==> src/rtl/cv32e40x_instr_bus_adapter_if.sv <==
// Bundle of the prefetcher-side transaction handshake, the response path back
// to the prefetcher and the OBI instruction bus. The adapter uses the slave
// view; the surrounding environment (prefetcher + bus) uses the master view.
interface cv32e40x_instr_bus_adapter_if;
  // prefetcher transaction request
  logic        trans_valid;
  logic        trans_ready;
  logic [31:0] trans_addr;
  logic        fetch_branch;
  // response forwarded to prefetcher
  logic        resp_valid;
  logic [31:0] resp_rdata;
  logic        resp_err;
  // OBI instruction bus
  logic        obi_req;
  logic        obi_gnt;
  logic [31:0] obi_addr;
  logic        obi_rvalid;
  logic [31:0] obi_rdata;
  logic        obi_err;

  modport slave (
    input  trans_valid, trans_addr, fetch_branch,
    output trans_ready,
    output resp_valid, resp_rdata, resp_err,
    output obi_req, obi_addr,
    input  obi_gnt, obi_rvalid, obi_rdata, obi_err
  );

  modport master (
    output trans_valid, trans_addr, fetch_branch,
    input  trans_ready,
    input  resp_valid, resp_rdata, resp_err,
    input  obi_req, obi_addr,
    output obi_gnt, obi_rvalid, obi_rdata, obi_err
  );
endinterface

==> src/rtl/cv32e40x_instr_bus_adapter.sv <==
// Instruction bus adapter: turns the prefetcher's unstable transaction request
// into an OBI request that stays put until granted, tracks outstanding
// transactions and drops responses of fetches killed by a taken branch.
module cv32e40x_instr_bus_adapter #(
  parameter int unsigned DEPTH = 2
) (
  input  logic                               clk,
  input  logic                               rst_n,
  cv32e40x_instr_bus_adapter_if.slave        bus
);

  localparam int unsigned     CW      = $clog2(DEPTH + 1);
  localparam logic [CW-1:0]   DEPTH_C = CW'(DEPTH);

  typedef enum logic {TRANSPARENT, REGISTERED} state_e;

  state_e        state_q, state_d;
  logic [31:0]   addr_q, addr_d;
  logic          stale_q, stale_d;
  logic [CW-1:0] out_cnt_q, out_cnt_d;
  logic [CW-1:0] drop_cnt_q, drop_cnt_d;

  logic          req;
  logic          ready;
  logic [31:0]   addr_out;
  logic [31:0]   addr_aligned;
  logic          gnt_fire;
  logic          reg_gnt;
  logic          drop_now;

  // Masking keeps all trans_addr bits in use while forcing word alignment.
  assign addr_aligned = bus.trans_addr & 32'hFFFF_FFFC;

  // Request/address mux and hold-until-grant state machine.
  always_comb begin
    state_d  = state_q;
    addr_d   = addr_q;
    stale_d  = stale_q;
    req      = 1'b0;
    ready    = 1'b0;
    addr_out = addr_aligned;
    unique case (state_q)
      TRANSPARENT: begin
        // Limit is on out_cnt alone: a same-cycle rvalid does not free a slot.
        req      = bus.trans_valid && (out_cnt_q < DEPTH_C);
        addr_out = addr_aligned;
        ready    = req && bus.obi_gnt;
        if (req && !bus.obi_gnt) begin
          state_d = REGISTERED;
          addr_d  = addr_aligned;
          stale_d = bus.fetch_branch;
        end
      end
      REGISTERED: begin
        // Prefetcher is never acked here; it replays its (new) target later.
        req      = 1'b1;
        addr_out = addr_q;
        ready    = 1'b0;
        if (bus.obi_gnt) begin
          state_d = TRANSPARENT;
          stale_d = 1'b0;
        end else if (bus.fetch_branch) begin
          stale_d = 1'b1;
        end
      end
      default: ;
    endcase
  end

  assign gnt_fire = req && bus.obi_gnt;
  assign reg_gnt  = (state_q == REGISTERED) && bus.obi_gnt;
  assign drop_now = bus.obi_rvalid && ((drop_cnt_q != '0) || bus.fetch_branch);

  // Outstanding and to-be-dropped transaction counters.
  always_comb begin
    out_cnt_d = out_cnt_q + CW'(gnt_fire) - CW'(bus.obi_rvalid);
    if (bus.fetch_branch) begin
      // Everything still in flight is now obsolete, plus a held request that
      // gets granted this cycle. A transparent grant here is the branch target.
      drop_cnt_d = out_cnt_q - CW'(bus.obi_rvalid) + CW'(reg_gnt);
    end else begin
      drop_cnt_d = drop_cnt_q - CW'(bus.obi_rvalid && (drop_cnt_q != '0))
                 + CW'(reg_gnt && stale_q);
    end
  end

  // State registers.
  always_ff @(posedge clk or negedge rst_n) begin
    if (!rst_n) begin
      state_q    <= TRANSPARENT;
      addr_q     <= '0;
      stale_q    <= 1'b0;
      out_cnt_q  <= '0;
      drop_cnt_q <= '0;
    end else begin
      state_q    <= state_d;
      addr_q     <= addr_d;
      stale_q    <= stale_d;
      out_cnt_q  <= out_cnt_d;
      drop_cnt_q <= drop_cnt_d;
    end
  end

  assign bus.obi_req     = req;
  assign bus.obi_addr    = addr_out;
  assign bus.trans_ready = ready;
  assign bus.resp_valid  = bus.obi_rvalid && !drop_now;
  assign bus.resp_rdata  = bus.obi_rdata;
  assign bus.resp_err    = bus.obi_err;

  // Bus protocol and internal invariants.
  a_no_rvalid_idle: assert property (@(posedge clk) disable iff (!rst_n)
    bus.obi_rvalid |-> (out_cnt_q != '0));
  a_req_stable: assert property (@(posedge clk) disable iff (!rst_n)
    (bus.obi_req && !bus.obi_gnt) |=> (bus.obi_req && (bus.obi_addr == $past(bus.obi_addr))));
  a_no_overflow: assert property (@(posedge clk) disable iff (!rst_n)
    out_cnt_q <= DEPTH_C);
  a_drop_le_out: assert property (@(posedge clk) disable iff (!rst_n)
    drop_cnt_q <= out_cnt_q);

endmodule

==> src/flat_wrapper.sv <==
// flat-port wrapper written by rule: the top's interface ports become plain ports
module cv32e40x_instr_bus_adapter_flat 
#(
  parameter int unsigned DEPTH = 2
)
  (clk, rst_n, bus_trans_valid, bus_trans_addr, bus_fetch_branch, bus_trans_ready, bus_resp_valid, bus_resp_rdata, bus_resp_err, bus_obi_req, bus_obi_addr, bus_obi_gnt, bus_obi_rvalid, bus_obi_rdata, bus_obi_err);
  cv32e40x_instr_bus_adapter_if bus_i ();
  input  logic clk;
  input  logic rst_n;
  input wire logic [$bits(bus_i.trans_valid)-1:0] bus_trans_valid;
  input wire logic [$bits(bus_i.trans_addr)-1:0] bus_trans_addr;
  input wire logic [$bits(bus_i.fetch_branch)-1:0] bus_fetch_branch;
  output wire logic [$bits(bus_i.trans_ready)-1:0] bus_trans_ready;
  output wire logic [$bits(bus_i.resp_valid)-1:0] bus_resp_valid;
  output wire logic [$bits(bus_i.resp_rdata)-1:0] bus_resp_rdata;
  output wire logic [$bits(bus_i.resp_err)-1:0] bus_resp_err;
  output wire logic [$bits(bus_i.obi_req)-1:0] bus_obi_req;
  output wire logic [$bits(bus_i.obi_addr)-1:0] bus_obi_addr;
  input wire logic [$bits(bus_i.obi_gnt)-1:0] bus_obi_gnt;
  input wire logic [$bits(bus_i.obi_rvalid)-1:0] bus_obi_rvalid;
  input wire logic [$bits(bus_i.obi_rdata)-1:0] bus_obi_rdata;
  input wire logic [$bits(bus_i.obi_err)-1:0] bus_obi_err;
  assign bus_i.trans_valid = bus_trans_valid;
  assign bus_i.trans_addr = bus_trans_addr;
  assign bus_i.fetch_branch = bus_fetch_branch;
  assign bus_trans_ready = bus_i.trans_ready;
  assign bus_resp_valid = bus_i.resp_valid;
  assign bus_resp_rdata = bus_i.resp_rdata;
  assign bus_resp_err = bus_i.resp_err;
  assign bus_obi_req = bus_i.obi_req;
  assign bus_obi_addr = bus_i.obi_addr;
  assign bus_i.obi_gnt = bus_obi_gnt;
  assign bus_i.obi_rvalid = bus_obi_rvalid;
  assign bus_i.obi_rdata = bus_obi_rdata;
  assign bus_i.obi_err = bus_obi_err;
  cv32e40x_instr_bus_adapter #(.DEPTH(DEPTH)) u_core (.clk(clk), .rst_n(rst_n), .bus(bus_i));
endmodule
==> config.mk <==
export PLATFORM = sky130hd
export DESIGN_NAME = cv32e40x_instr_bus_adapter_flat
export DESIGN_NICKNAME = d
export VERILOG_FILES = /design/src/rtl/cv32e40x_instr_bus_adapter_if.sv /design/src/rtl/cv32e40x_instr_bus_adapter.sv /design/src/flat_wrapper.sv
export SDC_FILE = /design/constraint.sdc
export NUM_CORES = 1
export LEC_CHECK = 0
export ABC_CLOCK_PERIOD_IN_PS = 4000
export BUFFER_PORTS_ARGS = -buffer_cell sky130_fd_sc_hd__buf_2
export CAP_MARGIN = 25
export CELL_PAD_IN_SITES_DETAIL_PLACEMENT = 1
export CELL_PAD_IN_SITES_GLOBAL_PLACEMENT = 2
export CORE_ASPECT_RATIO = 0.5
export CORE_MARGIN = 10
export CORE_UTILIZATION = 25
export DETAILED_ROUTE_END_ITERATION = 10
export PLACE_DENSITY = 0.78
export SYNTH_ARGS = -nofsm -noshare
export SYNTH_HDL_FRONTEND = slang
export SYNTH_SLANG_ARGS = --single-unit
export TNS_END_PERCENT = 10
==> constraint.sdc <==
create_clock -name clk -period 4 [get_ports clk]
set_input_delay 0.4 -clock clk [delete_from_list [all_inputs] [get_ports clk]]
set_output_delay 0.4 -clock clk [all_outputs]
set_load 0.1 [all_outputs]
# Word-level counts from Yosys, hierarchy flattened

Index checks and enable logic that the tools add are counted.

Add/subtract/negate cells: 6
Reductions and logical operators: 15
Multipliers: 0
Divide/modulo/power cells: 0
Bitwise logic cells: 1
Equal/unequal tests: 2
Shifts and indexed selects: 0
Mux-type cells: 11
Magnitude comparators: 1

Operators with widths:

| kind                                                             | count |
|---|---|
| 32-bit one-hot mux with 2 select lines                           | 1 |
| 1-bit logical AND                                                | 9 |
| 1-bit one-hot mux with 2 select lines                            | 4 |
| 2-bit by 1-bit adder with 2-bit output                           | 3 |
| 2-bit by 1-bit subtractor with 2-bit output                      | 3 |
| 1-bit 2-to-1 mux                                                 | 5 |
| 2-bit AND reduction                                              | 2 |
| 3-bit != test (second input constant)                            | 1 |
| 1-bit logical NOT                                                | 2 |
| 2-bit < comparator (second input constant)                       | 1 |
| 2-bit 2-to-1 mux                                                 | 1 |
| 2-bit by 1-bit != test with 1-bit output (second input constant) | 1 |
| 2-bit nonzero test                                               | 1 |
| 1-bit logical OR                                                 | 1 |
| 1-bit inverter                                                   | 1 |

ROM bits: 0
Input port bits: 71
Bits in latches: 0
RAM bits: 0
Output and inout bits: 68
Memories: 0
Flip-flop bits (word level): 36

# Depth between registers and ports, before layout

Gate-level depths: netlist of run 1.

Depth in word-level cells: 6
Mapped depth: 7
Depth with buffers taken out: 7

# Worst setup path after synthesis of run 1

Ideal clock, no wire load.

Kind: in2out
From: input bus_fetch_branch
To: output bus_resp_valid
Buffers on the path: 0
Arrival time: 3.525 ns
Setup slack: 0.075 ns
Stages: 1
Path through: nor4b_1

Cells in the longest elaborated chain, start to end: 4

RTL lines:

| item              | line                              | text |
|---|---|---|
| start, declared   | flat_wrapper.sv:12                | `input wire logic [$bits(bus_i.fetch_branch)-1:0] bus_fetch_branch;` |
| 1-bit logical OR  | cv32e40x_instr_bus_adapter.sv:72  | `assign drop_now = bus.obi_rvalid && ((drop_cnt_q != '0) \|\| bus.fetch_branch);` |
| 1-bit logical AND | cv32e40x_instr_bus_adapter.sv:72  |  |
| 1-bit logical NOT | cv32e40x_instr_bus_adapter.sv:107 | `assign bus.resp_valid = bus.obi_rvalid && !drop_now;` |
| 1-bit logical AND | cv32e40x_instr_bus_adapter.sv:107 |  |
| end, declared     | flat_wrapper.sv:14                | `output wire logic [$bits(bus_i.resp_valid)-1:0] bus_resp_valid;` |

Every way passes these cells.

# Final worst setup path of run 1

From: register u_core.state_q
To: output bus_obi_addr[23]

Cells in the longest elaborated chain, start to end: 2

RTL lines:

| item                                       | line                             | text |
|---|---|---|
| start, declared                            | cv32e40x_instr_bus_adapter.sv:17 | `state_e state_q, state_d;` |
| start signal, assigned                     | cv32e40x_instr_bus_adapter.sv:96 | `state_q <= state_d;` |
| 1-bit inverter                             | n/a                              |  |
| 32-bit one-hot mux with 2 select lines (*) | cv32e40x_instr_bus_adapter.sv:42 | `unique case (state_q)` |
| end, declared                              | flat_wrapper.sv:18               | `output wire logic [$bits(bus_i.obi_addr)-1:0] bus_obi_addr;` |

Mark *: on every way between the ends. The rest lies on a longest branch, timed or not. The select of a mux whose other input is x is not followed.

==> run_results.csv, run 1 <==
group,metric,value,unit
outcome,status,"complete, no violations",
drt,drt_iter0_drc,25,
floorplan,rows,24,
synthesis,synth-edff-count,0,
clock_network,cts_resized,0,
place,place_congestion,0.7053,
synthesis,synthDistinctLibCells,24,
pwr,leakage,1.192,nW
critical_path,cp-start-kind,"register",
pwr,ir_worst_vdd,0.2614,mV
clock_network,cts_setup_buffers,0,
clock_network,cts_tree,"yes",
flow_run,maxCapViolations,0,
synthesis,avgSynthCellArea,12.95,um2
synthesis,ys_warn_count,0,
critical_path,worstPathCellList,"buf_4 -> mux2_2 -> buf_2",
drt,top_layer,"met4",
final_layout,final_common_cell,"buf_2",
synthesis,syn_inst,170,
drt,drc_errors,0,
final_layout,area_delta_synth_final,14.83,%
critical_path,worst-path-buf-inv,2,
timing,fin_crit_sh,58.04,%
timing,skew,0.005845,ns
final_layout,fin_nets,282,
timing,rsz0062_at_grt,"no",
floorplan,die_h,86.37,um
clock_network,path_clk_slew,0.06,ns
timing,tightest_slew,0.8640,ns
clock_network,clock_path_buffers,2,
floorplan,core_area,8648,um2
timing,finalWorstPathRequiredPeriod,2.322,ns
floorplan,start_util,25.46,%
drt,wirelength,5386,um
drt,dr_wl_met3,270,um
drt,final_antenna_net_count,0,
critical_path,worst_path_largest_cell_delay,0.49,ns
synthesis,syn_area,2202,um2
timing,hold_viol,0,
critical_path,ff2ff_setup_slack,2.37,ns
critical_path,cp_data_required_time,3.60,ns
clock_network,cts_max_level,2,
final_layout,regArea,900.9,um2
drt,wl_met1,1794,um
clock_network,cts_num_sinks,36,
drt,via_per_inst,4.179,
global_route,antenna_found_initial,0,
drt,first_pass_iters,3,
final_layout,multi_input_area,963.4,um2
critical_path,cp.depth,3,
drt,route.vias.total,1354,
pwr,power.density,887.7,nW/um2
critical_path,crit_type,"reg -> out",
synthesis,ys_seq_area_share,40.91,%
global_route,track_usage,7.923,%
floorplan,ios,139,
place,port_buffers,68,
global_route,grt_pass1_vias,1634,
drt,wl_met2,3166,um
timing,setup_viol,0,
global_route,overflow,0,
final_layout,final_area,2529,um2
place,dp_hpwl,4042,um
timing,fin_tns_setup,0,ns
timing,relSlewSlack,42.40,%
final_layout,antennaDiodeCount,0,
critical_path,cp_slowest_cell,"dfrtp_1",
final_layout,mostFrequentLayoutCells,"68 x buf_2, 51 x mux2_2, 36 x dfrtp_1, 10 x mux2_4",
hold_path,min_path_type,"in -> async",
global_route,grt_pass1_wl,8569,um
synthesis,synthArstFlopShare,100.0,%
clock_network,cts_root_buf,"clkbuf_16",
clock_network,hold_buffers,0,
timing,drv_slew,0,
critical_path,cp.arrival,1.92,ns
final_layout,drive_gt1_share,68.60,%
final_layout,fill_cells,963,
floorplan,die_w,152.7,um
synthesis,synth_seq_cells,36,
clock_network,clk_latency,0.27,ns
critical_path,cp_top_family,"buffers and inverters",
floorplan,die_area,13190,um2
critical_path,cp_max_fo,30,
clock_network,cts_made_buffers,5,
critical_path,endpoint_kind,"primary output",
critical_path,reg2reg_depth,4,
global_route,grt_max_degree,37,
drt,wire_per_inst,16.62,um
place,placedInstanceArea,2385,um2
synthesis,ys.flop_type,"dfrtp_1",
timing,max_freq,0.4307,GHz
-- flip-flops by register name (all words and copies together) (netlist names) --
signal,cells
u_core.state_q,1
u_core.stale_q,1
u_core.addr_q,30
u_core.out_cnt_q,2
u_core.drop_cnt_q,2
-- cell families after synthesis --
family	Yosys count	synth area share (%)
AO/OA/AOI/OAI	3	1.079
XOR/XNOR	5	1.989
adder cells (fa/ha/maj)	5	2.841
buffers and inverters	47	15.51
flip-flops	36	40.91
multiplexers	63	33.81
other	1	0.1703
AND/OR/NAND/NOR	10	3.694
-- worst paths after layout --
check | start | endpoint
max in group asynchronous | rst_n | u_core.addr_q[10]
min in group clk | bus_trans_addr[21] | u_core.addr_q[21]
hold reg to reg | u_core.addr_q[2] | u_core.addr_q[2]
setup reg to reg | u_core.out_cnt_q[1] | u_core.addr_q[3]
setup / recovery | u_core.state_q | bus_obi_addr[23]
hold / removal | rst_n | u_core.addr_q[31]
-- layer usage --
metal,global-route usage (%),up-vias
met5,0,-
met4,4.045,0
met3,1.928,30
met2,16.24,32
met1,7.217,672
li1,-,620
-- synth_stat cells, types with 2 or more instances --
library cell	instances	area, um2
mux2_4	10	150.1
xor2_1	2	17.52
xnor2_1	3	26.28
dfrtp_1	36	900.9
mux2_2	51	574.3
buf_4	35	262.8
ha_1	5	62.56
and2_1	2	12.51
inv_1	5	18.77
buf_2	3	15.01
mux2i_1	2	20.02
buf_6	4	45.04
-- power by group --
| group | leakage (nW) | switching, mW | internal (mW) | total [mW] |
|---|---|---|---|---|
| Clock | 0.0736 | 0.148 | 0.229 | 0.378 |
| Combinational | 0.689 | 0.851 | 0.370 | 1.22 |
| Sequential | 0.430 | 0.100 | 0.546 | 0.646 |
-- worst reg2reg max path, delay by kind of cell (launching register included) --
family | cells | cell delay, ns
buffers and inverters | 1 | 0.42
flip-flops | 1 | 0.39
multiplexers | 1 | 0.42
AND/OR/NAND/NOR | 2 | 0.29
-- through the flow --
stage                     setup WS, ns  hold slack (ns)  power [mW]  utilization [%]  cells
after global placement           1.997           0.4834       1.835            27.58    316
final                            1.678           0.2418       2.245            29.24    324
after global routing             1.564           0.3041       2.372            29.24    324
after detailed placement         1.945           0.4919       1.885            27.58    316
after floorplan                0.07462           0.1044       1.847                -    171
after CTS                        1.637           0.2770       2.283            29.24    324
-- final cells by class --
cell class                      count  area share (%)
Tap cell                          117           5.789
Multi-Input combinational cell     88           38.10
Clock inverter                      3          0.7422
Sequential cell                    36           35.63
Clock buffer                        5           4.948
Timing Repair Buffer               70           14.05
Inverter                            5          0.7422
Note: power is estimated with default switching activity, not from simulation.
==> run 2, diff against run 1 <==
--- a/config.mk
+++ b/config.mk
@@ -5,7 +5,7 @@
 export SDC_FILE = /design/constraint.sdc
 export NUM_CORES = 1
 export LEC_CHECK = 0
-export ABC_CLOCK_PERIOD_IN_PS = 4000
+export ABC_CLOCK_PERIOD_IN_PS = 2200
 export BUFFER_PORTS_ARGS = -buffer_cell sky130_fd_sc_hd__buf_2
 export CAP_MARGIN = 25
 export CELL_PAD_IN_SITES_DETAIL_PLACEMENT = 1
==> constraint.sdc (replaced) <==
create_clock -name clk -period 2.2 [get_ports clk]
set_input_delay 0.22 -clock clk [delete_from_list [all_inputs] [get_ports clk]]
set_output_delay 0.22 -clock clk [all_outputs]
set_load 0.1 [all_outputs]
==> run 2 against run 1 <==
Net effect: combinational power increased by 130%; critical path depth unchanged; critical path type unchanged; via count grew 1.8%; critical endpoint is now bus_obi_addr[11]; wire length up 5.8%.
==> run_results.csv, run 2 (synthesis results as in run 1) <==
group,metric,value,unit
critical_path,r2r_start,"u_core.drop_cnt_q[1]",
floorplan,rows,24,
clock_network,cts_max_level,2,
final_layout,drive_gt1_share,69.38,%
drt,wl_met1,1812,um
critical_path,crit_path_start,"u_core.state_q",
clock_network,cts_tree,"yes",
timing,finalWorstPathRequiredPeriod,1.715,ns
place,port_buffers,68,
drt,wirelength,5701,um
drt,drc_errors,0,
drt,route.vias.total,1379,
timing,tightest_slew,0.8488,ns
global_route,grt_max_degree,37,
drt,via_per_inst,4.230,
global_route,track_usage,8.331,%
drt,wl_met2,3415,um
critical_path,cp.arrival,1.49,ns
critical_path,cp_slowest_cell,"mux2_2",
timing,timing.final.ws_setup,0.4852,ns
critical_path,reg2reg_depth,7,
critical_path,crit_type,"reg -> out",
floorplan,core_area,8648,um2
place,dp_hpwl,4364,um
final_layout,area_delta_synth_final,38.07,%
final_layout,mostFrequentLayoutCells,"51 x mux2_2, 37 x buf_2, 36 x dfrtp_1, 31 x buf_12, 10 x mux2_4",
drt,final_antenna_net_count,0,
final_layout,antennaDiodeCount,0,
timing,fin_tns_setup,0,ns
pwr,power.density,1570,nW/um2
global_route,grt_pass1_vias,1639,
final_layout,top_register,"u_core.addr_q",
critical_path,cp_max_fo,19,
critical_path,worstPathCellList,"buf_4 -> mux2_2 -> buf_12",
final_layout,final_common_cell,"mux2_2",
clock_network,clock_path_buffers,2,
drt,wire_per_inst,17.49,um
critical_path,cp-start-kind,"register",
final_layout,largestRegisters,"u_core.addr_q (30), u_core.drop_cnt_q (2), u_core.out_cnt_q (2)",
floorplan,die_area,13190,um2
floorplan,start_util,25.46,%
clock_network,path_clk_slew,0.06,ns
floorplan,ios,139,
place,place_congestion,0.7133,
global_route,antenna_found_initial,0,
final_layout,largest_reg_flops,30,
place,placedInstanceArea,2877,um2
clock_network,cts_root_buf,"clkbuf_16",
hold_path,min_path_type,"in -> async",
clock_network,hold_buffers,0,
clock_network,cts_setup_buffers,0,
critical_path,worst_path_largest_cell_delay,0.41,ns
timing,rsz0062_at_grt,"no",
flow_run,maxCapViolations,0,
timing,relSlewSlack,43.41,%
final_layout,final_area,3040,um2
final_layout,fin_nets,284,
global_route,grt_pass1_wl,8942,um
floorplan,die_w,152.7,um
drt,top_layer,"met4",
drt,drt_iter0_drc,47,
timing,drv_slew,0,
timing,fin_crit_sh,77.94,%
drt,first_pass_iters,4,
clock_network,cts_resized,0,
floorplan,die_h,86.37,um
outcome,status,"complete, no violations",
timing,fin_hold_ws,0.05358,ns
timing,max_freq,0.5832,GHz
place,place_ws,0.5691,ns
timing,skew,0.003706,ns
clock_network,cts_num_sinks,36,
critical_path,cp_data_required_time,1.98,ns
final_layout,multi_input_area,974.7,um2
pwr,ir_worst_vdd,0.4481,mV
timing,hold_viol,0,
final_layout,fill_cells,931,
clock_network,cts_made_buffers,5,
clock_network,clk_latency,0.27,ns
timing,setup_viol,0,
drt,dr_wl_met3,261,um
global_route,overflow,0,
final_layout,regArea,900.9,um2
critical_path,endpoint_kind,"primary output",
pwr,leakage,1.378,nW
run 2: cell types whose count changed in the layout (fill, tap and decap cells not counted), sizes merged:
| cell | previous run | this run |
|---|---|---|
| buf | 70 | 72 |
| clkinv | 3 | 1 |
| bufinv | 0 | 1 |
| clkbuf | 5 | 6 |
run 2: worst max-delay path: cells and delay by family (launching register included):
kind / cells / cell delay (ns)
buffers and inverters: 2 / 0.45
flip-flops: 1 / 0.34
multiplexers: 1 / 0.41
run 2: layout make-up:
type / instances / share of cell area (%)
inverters: 5 / 0.6173
clock buffers: 6 / 4.239
multi-input cells: 88 / 32.06
flip-flops and latches: 36 / 29.63
clock inverters: 2 / 1.152
well taps: 117 / 4.815
repair buffers: 72 / 27.49
run 2: report_power, final:
part	internal (mW)	total, mW	switching, mW
Clock	0.533	0.793	0.260
Combinational	1.15	2.81	1.66
Sequential	0.993	1.17	0.181
Total	2.67	4.77	2.10
run 2: routing by layer:
layer,global-route usage (%),up-vias
li1,-,632
met1,7.582,688
met2,16.83,23
met3,1.928,36
met4,4.991,0
met5,0,-
run 2: through the flow:
step           total power [mW]  cells  utilization (%)
6_report                  4.775    326            35.16
5_1_grt                   5.000    326            35.16
4_1_cts                   4.839    326            35.16
3_5_place_dp              4.009    318            33.26
3_3_place_gp              3.912    318            33.26
2_1_floorplan             3.366    171                -
run 2: worst paths after layout:
check,endpoint,slack [ns]
max,bus_obi_addr[11],0.49
min,u_core.addr_q[2],0.05
max reg2reg,u_core.drop_cnt_q[1],0.56
min reg2reg,u_core.addr_q[4],0.50
max in group asynchronous,u_core.addr_q[27],1.62
min in group clk,u_core.addr_q[21],0.19
==> run 3, diff against run 2 <==
--- a/config.mk
+++ b/config.mk
@@ -5,7 +5,7 @@
 export SDC_FILE = /design/constraint.sdc
 export NUM_CORES = 1
 export LEC_CHECK = 0
-export ABC_CLOCK_PERIOD_IN_PS = 2200
+export ABC_CLOCK_PERIOD_IN_PS = 1740
 export BUFFER_PORTS_ARGS = -buffer_cell sky130_fd_sc_hd__buf_2
 export CAP_MARGIN = 25
 export CELL_PAD_IN_SITES_DETAIL_PLACEMENT = 1
==> constraint.sdc (replaced) <==
create_clock -name clk -period 1.74 [get_ports clk]
set_input_delay 0.174 -clock clk [delete_from_list [all_inputs] [get_ports clk]]
set_output_delay 0.174 -clock clk [all_outputs]
set_load 0.1 [all_outputs]
==> run 3 against run 2 <==
Net effect: the flow now finishes with violations (hold timing); critical path depth unchanged; flip-flop and latch count stayed put; non-clock buffer count up 2; register-to-register slack got worse by 0.44 ns; clock power increased by 3.3%; largest cell class unchanged.
==> run_results.csv, run 3 (synthesis results as in run 1) <==
group,metric,value,unit
outcome,status,"finished with violations",
outcome,violations,"hold timing",
final_layout,area_delta_synth_final,39.77,%
timing,setup_viol,0,
global_route,track_usage,8.226,%
timing,fin_crit_sh,95.96,%
final_layout,drive_gt1_share,70.19,%
pwr,p_switching,2.655,mW
timing,rsz0062_at_grt,"yes",
drt,route.vias.total,1363,
pwr,switching_share,44.80,%
final_layout,fin_cells,325,
timing,timing.final.ws_setup,0.07037,ns
final_layout,antennaDiodeCount,0,
critical_path,cp_max_fo,18,
timing,hold_viol,1,
place,port_buffers,68,
pwr,ir_worst_vdd,0.4855,mV
clock_network,cts_num_sinks,36,
critical_path,ff2ff_setup_slack,0.12,ns
drt,drt_iter0_drc,38,
pwr,pwr-share-seq,25.3,%
clock_network,cts_root_buf,"clkbuf_16",
floorplan,ios,139,
floorplan,die_w,152.7,um
critical_path,cp.arrival,1.50,ns
clock_network,clock_path_buffers,2,
critical_path,crit_path_start,"u_core.state_q",
critical_path,r2r-end,"u_core.drop_cnt_q[1]",
timing,drv_slew,0,
place,placedInstanceArea,2925,um2
timing,max_freq,0.5989,GHz
global_route,overflow,0,
pwr,pwr-share-clk,13.8,%
clock_network,cts_made_buffers,5,
clock_network,hold_buffers,0,
floorplan,rows,24,
timing,finalWorstPathRequiredPeriod,1.670,ns
pwr,power.density,1925,nW/um2
clock_network,cts_max_level,2,
timing,skew,0.004952,ns
floorplan,die_area,13190,um2
final_layout,largestRegisters,"u_core.addr_q (30), u_core.drop_cnt_q (2), u_core.out_cnt_q (2)",
pwr,pwr-share-comb,60.9,%
timing,fin_hold_ws,-0.001486,ns
global_route,grt_pass1_vias,1554,
critical_path,endpoint_kind,"primary output",
drt,first_pass_iters,2,
final_layout,top_register,"u_core.addr_q",
timing,tightest_slew,0.8394,ns
place,dpl.cell_count,318,
final_layout,final_common_cell,"mux2_2",
final_layout,largest_reg_flops,30,
place,place_ws,0.1171,ns
timing,relSlewSlack,44.04,%
flow_run,maxCapViolations,0,
pwr,leakage,1.385,nW
final_layout,mostFrequentLayoutCells,"51 x mux2_2, 36 x buf_2, 35 x dfrtp_1, 34 x buf_12, 10 x mux2_4",
place,dp_hpwl,4394,um
critical_path,reg2reg_depth,7,
clock_network,cts_tree,"yes",
drt,wirelength,5567,um
critical_path,r2r_start,"u_core.drop_cnt_q[1]",
clock_network,path_clk_slew,0.05,ns
drt,final_antenna_net_count,0,
critical_path,cp-start-kind,"register",
critical_path,critPathCapture,"bus_obi_addr[2]",
global_route,antenna_found_initial,0,
drt,wire_per_inst,17.13,um
floorplan,start_util,25.46,%
floorplan,die_h,86.37,um
drt,drc_errors,0,
critical_path,cp_data_required_time,1.57,ns
pwr,p_int,3.271,mW
final_layout,fin_nets,286,
clock_network,clk_latency,0.28,ns
drt,via_per_inst,4.194,
final_layout,final_area,3078,um2
floorplan,core_area,8648,um2
global_route,grt_max_degree,37,
global_route,grt_pass1_wl,8721,um
place,place_congestion,0.6880,
critical_path,crit_type,"reg -> out",
hold_path,min_path_type,"in -> async",
[run 3: cell types whose count changed in the layout (fill, tap and decap cells not counted), sizes merged]
cell / change
buf: +2
bufinv: -1
clkbuf: -1
clkinv: -1
[run 3: timing repair]
action | CTS | global route
setup buffers | 0 | 2
endpoints found under the setup margin | 30 | 19
gates resized for setup | 3 | 1
[run 3: routing by layer]
layer,track usage (%),routed length [um],vias up
met5,0,0,-
met4,3.873,136,0
met3,1.681,200,27
met2,17.18,3458,33
met1,7.555,1771,679
li1,-,-,624
[run 3: cell type report]
class / instances / area [um2]
Multi-Input combinational cell: 88 / 983.4
Tap cell: 117 / 146.4
Timing Repair Buffer: 74 / 902.1
Sequential cell: 36 / 902.1
Clock buffer: 5 / 125.1
Inverter: 5 / 18.77
Fill cell: 917 / 5570
[run 3: through the flow]
step	util (%)	TNS, ns	hold WS (ns)	power [mW]
final	35.59	0	-0.001486	5.926
after global routing	35.59	-0.004505	0.07113	6.199
after CTS	35.37	0	0.03590	5.972
after detailed placement	33.83	0	0.3398	5.112
after global placement	33.83	0	0.3237	4.998
after floorplan	-	-0.7624	-0.1216	4.268
[run 3: worst min path at each step]
stage,to,cells past startpoint,slack [ns],start
global route,u_core.addr_q[25],1,0.07,rst_n
floorplan,u_core.addr_q[10],0,-0.12,rst_n
global placement,u_core.addr_q[26],1,0.32,rst_n
CTS,u_core.addr_q[5],1,0.04,rst_n
detailed placement,u_core.addr_q[28],1,0.34,rst_n
finish,u_core.addr_q[28],1,-0.001,rst_n
[run 3: power groups by stage]
| stage | Clock (mW) | Sequential (mW) | Combinational, mW |
|---|---|---|---|
| final | 0.819 | 1.50 | 3.61 |
| after global routing | 0.876 | 1.56 | 3.76 |
| after CTS | 0.849 | 1.50 | 3.62 |
| after detailed placement | 0 | 1.51 | 3.60 |
| after global placement | 0 | 1.46 | 3.54 |
| after floorplan | 0 | 1.42 | 2.85 |
[run 3: critical path, cell delays in order (launching register included)]
cell and delay [ns]:
dfrtp_2 0.44, buf_8 0.20, mux2_2 0.39, buf_12 0.17
